<file path="src/rtl/hp_fifo.sv">
// hp_fifo: host-to-parasite FIFO clocked on the falling edge of h_phi2, with word or block handshake.
// Optional sticky overrun flag (h_overrun / p_clr_overrun) is built when HP_FIFO_OVERRUN_EN is defined.
module hp_fifo #(
    parameter  int WIDTH = 8,
    parameter  int DEPTH = 2,
    localparam int CW    = $clog2(DEPTH + 1),
    localparam int PW    = (DEPTH > 1) ? $clog2(DEPTH) : 1
) (
    input  logic             h_phi2,
    input  logic             h_rst_b,
    input  logic             h_we_b,
    input  logic             h_selectData,
    input  logic [WIDTH-1:0] h_data,
    input  logic             p_selectData,
    input  logic             p_rdnw,
    input  logic             p_block_mode,
    output logic [WIDTH-1:0] p_data,
    output logic             p_data_available,
    output logic             h_full,
    output logic [CW-1:0]    p_count
`ifdef HP_FIFO_OVERRUN_EN
    ,
    output logic             h_overrun,
    input  logic             p_clr_overrun
`endif
);

    typedef enum logic {FILL = 1'b0, DRAIN = 1'b1} state_t;

    localparam logic [CW-1:0] FULL_COUNT = CW'(DEPTH);
    localparam logic [PW-1:0] LAST_PTR   = PW'(DEPTH - 1);
    // A single entry makes both handshakes identical, so block mode collapses onto word mode.
    localparam bit            BLOCK_OK   = (DEPTH > 1);

    state_t           state, state_nxt;
    logic [WIDTH-1:0] mem [DEPTH];
    logic [PW-1:0]    head, tail;
    logic [CW-1:0]    count, count_nxt;
    logic             wr, rd, wr_ok, rd_ok, block;

    assign wr      = h_selectData & ~h_we_b;
    assign rd      = p_selectData & p_rdnw;
    assign block   = p_block_mode & BLOCK_OK;
    assign p_data  = mem[head];
    assign p_count = count;

    function automatic logic [PW-1:0] ptr_inc(input logic [PW-1:0] p);
        return (p == LAST_PTR) ? '0 : p + 1'b1;
    endfunction

    // NOTE: every signal written here gets a default first, so no path through the block can infer a latch.
    always_comb begin
        h_full           = (count == FULL_COUNT);
        p_data_available = (count != '0);
        if (block) begin
            h_full           = (state == DRAIN);
            p_data_available = (state == DRAIN);
        end

        wr_ok     = wr & ~h_full;
        rd_ok     = rd & p_data_available;
        count_nxt = count;
        if (wr_ok && !rd_ok) begin
            count_nxt = count + 1'b1;
        end else if (rd_ok && !wr_ok) begin
            count_nxt = count - 1'b1;
        end

        // Word mode keeps the state tracking occupancy so a later switch to block mode is coherent.
        state_nxt = (count_nxt != '0) ? DRAIN : FILL;
        if (block) begin
            state_nxt = state;
            if (state == FILL && count_nxt == FULL_COUNT) begin
                state_nxt = DRAIN;
            end else if (state == DRAIN && count_nxt == '0) begin
                state_nxt = FILL;
            end
        end
    end

    // NOTE: storage sits in the reset domain on purpose: p_data must read 0 during and after reset.
    always_ff @(negedge h_phi2 or negedge h_rst_b) begin
        if (!h_rst_b) begin
            state <= FILL;
            count <= '0;
            head  <= '0;
            tail  <= '0;
            for (int i = 0; i < DEPTH; i++) begin
                mem[i] <= '0;
            end
        end else begin
            // NOTE: non-blocking so every register sees pre-edge values, which a same-edge read and write rely on.
            state <= state_nxt;
            count <= count_nxt;
            if (wr_ok) begin
                mem[tail] <= h_data;
                tail      <= ptr_inc(tail);
            end
            if (rd_ok) begin
                head <= ptr_inc(head);
            end
        end
    end

`ifdef HP_FIFO_OVERRUN_EN
    // Set has priority over clear so a dropped write is never lost.
    always_ff @(negedge h_phi2 or negedge h_rst_b) begin
        if (!h_rst_b) begin
            h_overrun <= 1'b0;
        end else if (wr && h_full) begin
            h_overrun <= 1'b1;
        end else if (p_clr_overrun) begin
            h_overrun <= 1'b0;
        end
    end
`endif

endmodule

</file>
<file path="config.mk">
export PLATFORM = sky130hd
export DESIGN_NAME = hp_fifo
export DESIGN_NICKNAME = d
export VERILOG_FILES = /design/src/rtl/hp_fifo.sv
export SDC_FILE = /design/constraint.sdc
export NUM_CORES = 1
export LEC_CHECK = 0
export ABC_CLOCK_PERIOD_IN_PS = 2600
export CAP_MARGIN = 40
export CORE_ASPECT_RATIO = 1.75
export CORE_UTILIZATION = 47
export DETAILED_ROUTE_END_ITERATION = 7
export GPL_TIMING_DRIVEN = 0
export PLACE_DENSITY = 0.89
export SYNTH_ARGS = -nofsm -noshare
export SYNTH_HDL_FRONTEND = slang
export SYNTH_SLANG_ARGS = --single-unit
</file>
<file path="constraint.sdc">
create_clock -name h_phi2 -period 2.6 [get_ports h_phi2]
set_clock_uncertainty 0.1 [all_clocks]
set_input_delay 0.78 -clock h_phi2 [delete_from_list [all_inputs] [get_ports h_phi2]]
set_output_delay 0.78 -clock h_phi2 [all_outputs]
set_load 0.01 [all_outputs]
</file>
==> impl_metrics.env <==
export IMPL_rsz0062_at_grt="yes"
export IMPL_reg2reg_to="mem[12]$_DFFE_NN0P_"
export IMPL_whs_ps=357
export IMPL_synth_edf_count=0
export IMPL_cts_clk_slew_worst_paths_ps=80
export IMPL_synth_commonest_cells="mux2_2, dfrtn_1, nor2_1, nand2b_1, nor2b_1"
export IMPL_slew_violations=0
export IMPL_yosysSeqAreaShare=0.492
export IMPL_tightest_slew_ps=369
export IMPL_max_stage_delay_ps=430
export IMPL_post_route_drc_count=0
export IMPL_status="finished, violations left"
export IMPL_final_util=0.873
export IMPL_dr_pass1_iters=4
export IMPL_cts_tree="yes"
export IMPL_ctsHoldBuffers=0
export IMPL_yosysTopAreaCell="dfrtn_1"
export IMPL_dieArea_mm2=0.00248
export IMPL_die_w_um=38.0
export IMPL_die_y_um=65.1
export IMPL_whs_endpoint="mem[12]$_DFFE_NN0P_"
export IMPL_maxCapViolCount=0
export IMPL_num_nets_final=155
export IMPL_critPathLaunchType="flop"
export IMPL_clockBufferDepth=2
export IMPL_critical_path_max_fanout=6
export IMPL_insertion_delay_ps=320
export IMPL_gp_congestion=0.763
export IMPL_core_rowCount=22
export IMPL_p_leak_nw=0.842
export IMPL_grt_max_degree=20
export IMPL_synth_cell_area_mm2=0.00107
export IMPL_portBuffers=26
export IMPL_rrSetupSlack_ps=580
export IMPL_io_pins=27
export IMPL_final_area_mm2=0.00185
export IMPL_multi_input_area_um2=709
export IMPL_crit_family="flip-flops"
export IMPL_cts_root_buffer="clkbuf_4"
export IMPL_synthFlopType="dfrtn_1"
export IMPL_vias_per_cell=5.55
export IMPL_crit_type="flop to output port"
export IMPL_path_buf_inv=3
export IMPL_place_inst=133
export IMPL_finalSetupViolCount=33
export IMPL_yosysMostFrequentCell="mux2_2"
export IMPL_htreeDepth=1
export IMPL_antenna_diode_count=0
export IMPL_synth_seq_cells=21
export IMPL_synth_avg_cell_area_um2=13.0
export IMPL_postSynthCellCount=82
export IMPL_setup_slack_ps=-987
export IMPL_yosysWarnings=0
export IMPL_r2r_cells=9
export IMPL_peakVddDrop_mv=0.758
export IMPL_cts_sinks=21
export IMPL_synth_nets=99
export IMPL_grt_antenna_before_repair=0
export IMPL_seq_area_um2=526
export IMPL_core_mm2=0.00212
export IMPL_critical_path_cell_chain="buf_8 > buf_6 > mux2_4 > buf_6"
export IMPL_critPathCaptureType="output port"
export IMPL_violations="setup timing"
export IMPL_nFillCells=91
export IMPL_grt_pass1_vias=959
export IMPL_async_flop_share=1.00
export IMPL_slew_headroom=0.754
export IMPL_power_density_mw_per_mm2=1220
export IMPL_start_util=0.504
export IMPL_grt_overflow_total=0
export IMPL_synth_top_area_share=0.492
export IMPL_stdcell_count=161
export IMPL_wl_per_cell_um=19.0
export IMPL_vias=894
export IMPL_cp_common_cell="buf_6"
export IMPL_place_hpwl_um=1580
export IMPL_wl_um=3060
export IMPL_cp_data_required_time_ps=1720
export IMPL_hold_violations=0
export IMPL_cts_made_buffers=3
export IMPL_synth_cell_types=25
export IMPL_path_depth=4
export IMPL_drt_antenna_violating_nets=0
export IMPL_slowest_stage="dfrtn_1"
export IMPL_hp_class="flop to flop"
export IMPL_r2r_start="p_count[1]$_DFF_NN0_"
export IMPL_drive_gt1_frac=0.657
export IMPL_yosys_top_cells_area="dfrtn_1, mux2_2, ha_1"
export IMPL_grt_pass1_wl_um=4440
export IMPL_drtIter0Drc=12
export IMPL_dpl_cell_area_mm2=0.00147
export IMPL_crit_arrival_ps=2710
export IMPL_min_from="mem[12]$_DFFE_NN0P_"
export IMPL_areaGrowthSynthToFinish_pct=73.2
export IMPL_track_usage=0.269
export IMPL_worstHoldPathCells=1
==> cell families (layout without fill, tap and decap cells) <==
kind of cell / count (synthesis) / after routing / share of synthesized area
simple gates: 18 / 18 / 0.103
buf+inv: 4 / 59 / 0.0140
xor+xnor: 3 / 3 / 0.0246
flops: 21 / 21 / 0.492
fa+ha+maj: 2 / 2 / 0.0234
compound gates: 9 / 9 / 0.0773
mux: 25 / 25 / 0.266
==> worst max-delay path by stage <==
stage                           from  slack (ps)                   to
floorplan               p_block_mode        -660  mem[10]$_DFFE_NN0P_
global placement        p_block_mode       -1510  mem[12]$_DFFE_NN0P_
detailed placement      p_block_mode       -1530   mem[9]$_DFFE_NN0P_
CTS                 head$_DFFE_NN0P_        -990            p_data[4]
global route        head$_DFFE_NN0P_       -1020            p_data[7]
finish              head$_DFFE_NN0P_        -990            p_data[4]
==> through the flow <==
| stage | TNS [ps] | power (W) | setup WS (ps) |
|---|---|---|---|
| after global routing | -23260 | 0.00237 | -1020 |
| after global placement | -52120 | 0.00159 | -1510 |
| final | -22040 | 0.00226 | -987 |
| after floorplan | -16770 | 0.00127 | -657 |
| after CTS | -19860 | 0.00214 | -993 |
| after detailed placement | -41940 | 0.00164 | -1530 |
==> registers in the layout, summed over array words and instances (netlist names) <==
name,count
mem,16
head,1
tail,1
p_count,2
state,1
==> where the power goes <==
part           switching (W)  internal (W)
Combinational       0.000548      0.000912
Clock               0.000107     0.0000604
Sequential          0.000123      0.000508
==> cell usage in the layout, fill, tap and decap left out, types with 2 or more instances in the layout <==
cell / count
buf_12: 2
buf_2: 2
buf_4: 11
buf_6: 22
buf_8: 3
clkbuf_4: 3
clkdlybuf4s15_2: 2
clkdlybuf4s50_1: 9
dfrtn_1: 21
inv_2: 2
mux2_2: 9
mux2_4: 15
nand2_4: 3
nand2b_1: 2
nor2_1: 3
nor2_4: 3
nor2b_4: 3
xnor2_1: 2
==> layout make-up <==
class / count / area share
multi-input combinational: 57 / 0.383
tap: 24 / 0.0162
timing repair buffer: 51 / 0.288
inverter: 3 / 0.00609
clock buffer: 4 / 0.0142
sequential: 21 / 0.284
buffer: 1 / 0.00811
==> repair_timing <==
item	in CTS	in global routing
resized for setup	105	7
pin swaps	10	3
setup endpoints to repair	33	33
buffers inserted	20	5
==> worst register-to-register path: stages (launching register included) <==
cell,delay (ps)
dfrtn_1,400
buf_6,150
ha_4,150
mux2i_4,160
buf_4,140
buf_6,110
nand2_4,60
nor2_4,140
buf_12,140
mux2_2,320
==> metal layers <==
metal / track usage / routed length, um / up-vias
li1: - / - / 407
met1: 0.258 / 1010 / 449
met2: 0.489 / 1820 / 29
met3: 0.0445 / 106 / 9
met4: 0.165 / 129 / 0
met5: 0 / 0 / -
Note: power is estimated with default switching activity, not from simulation.
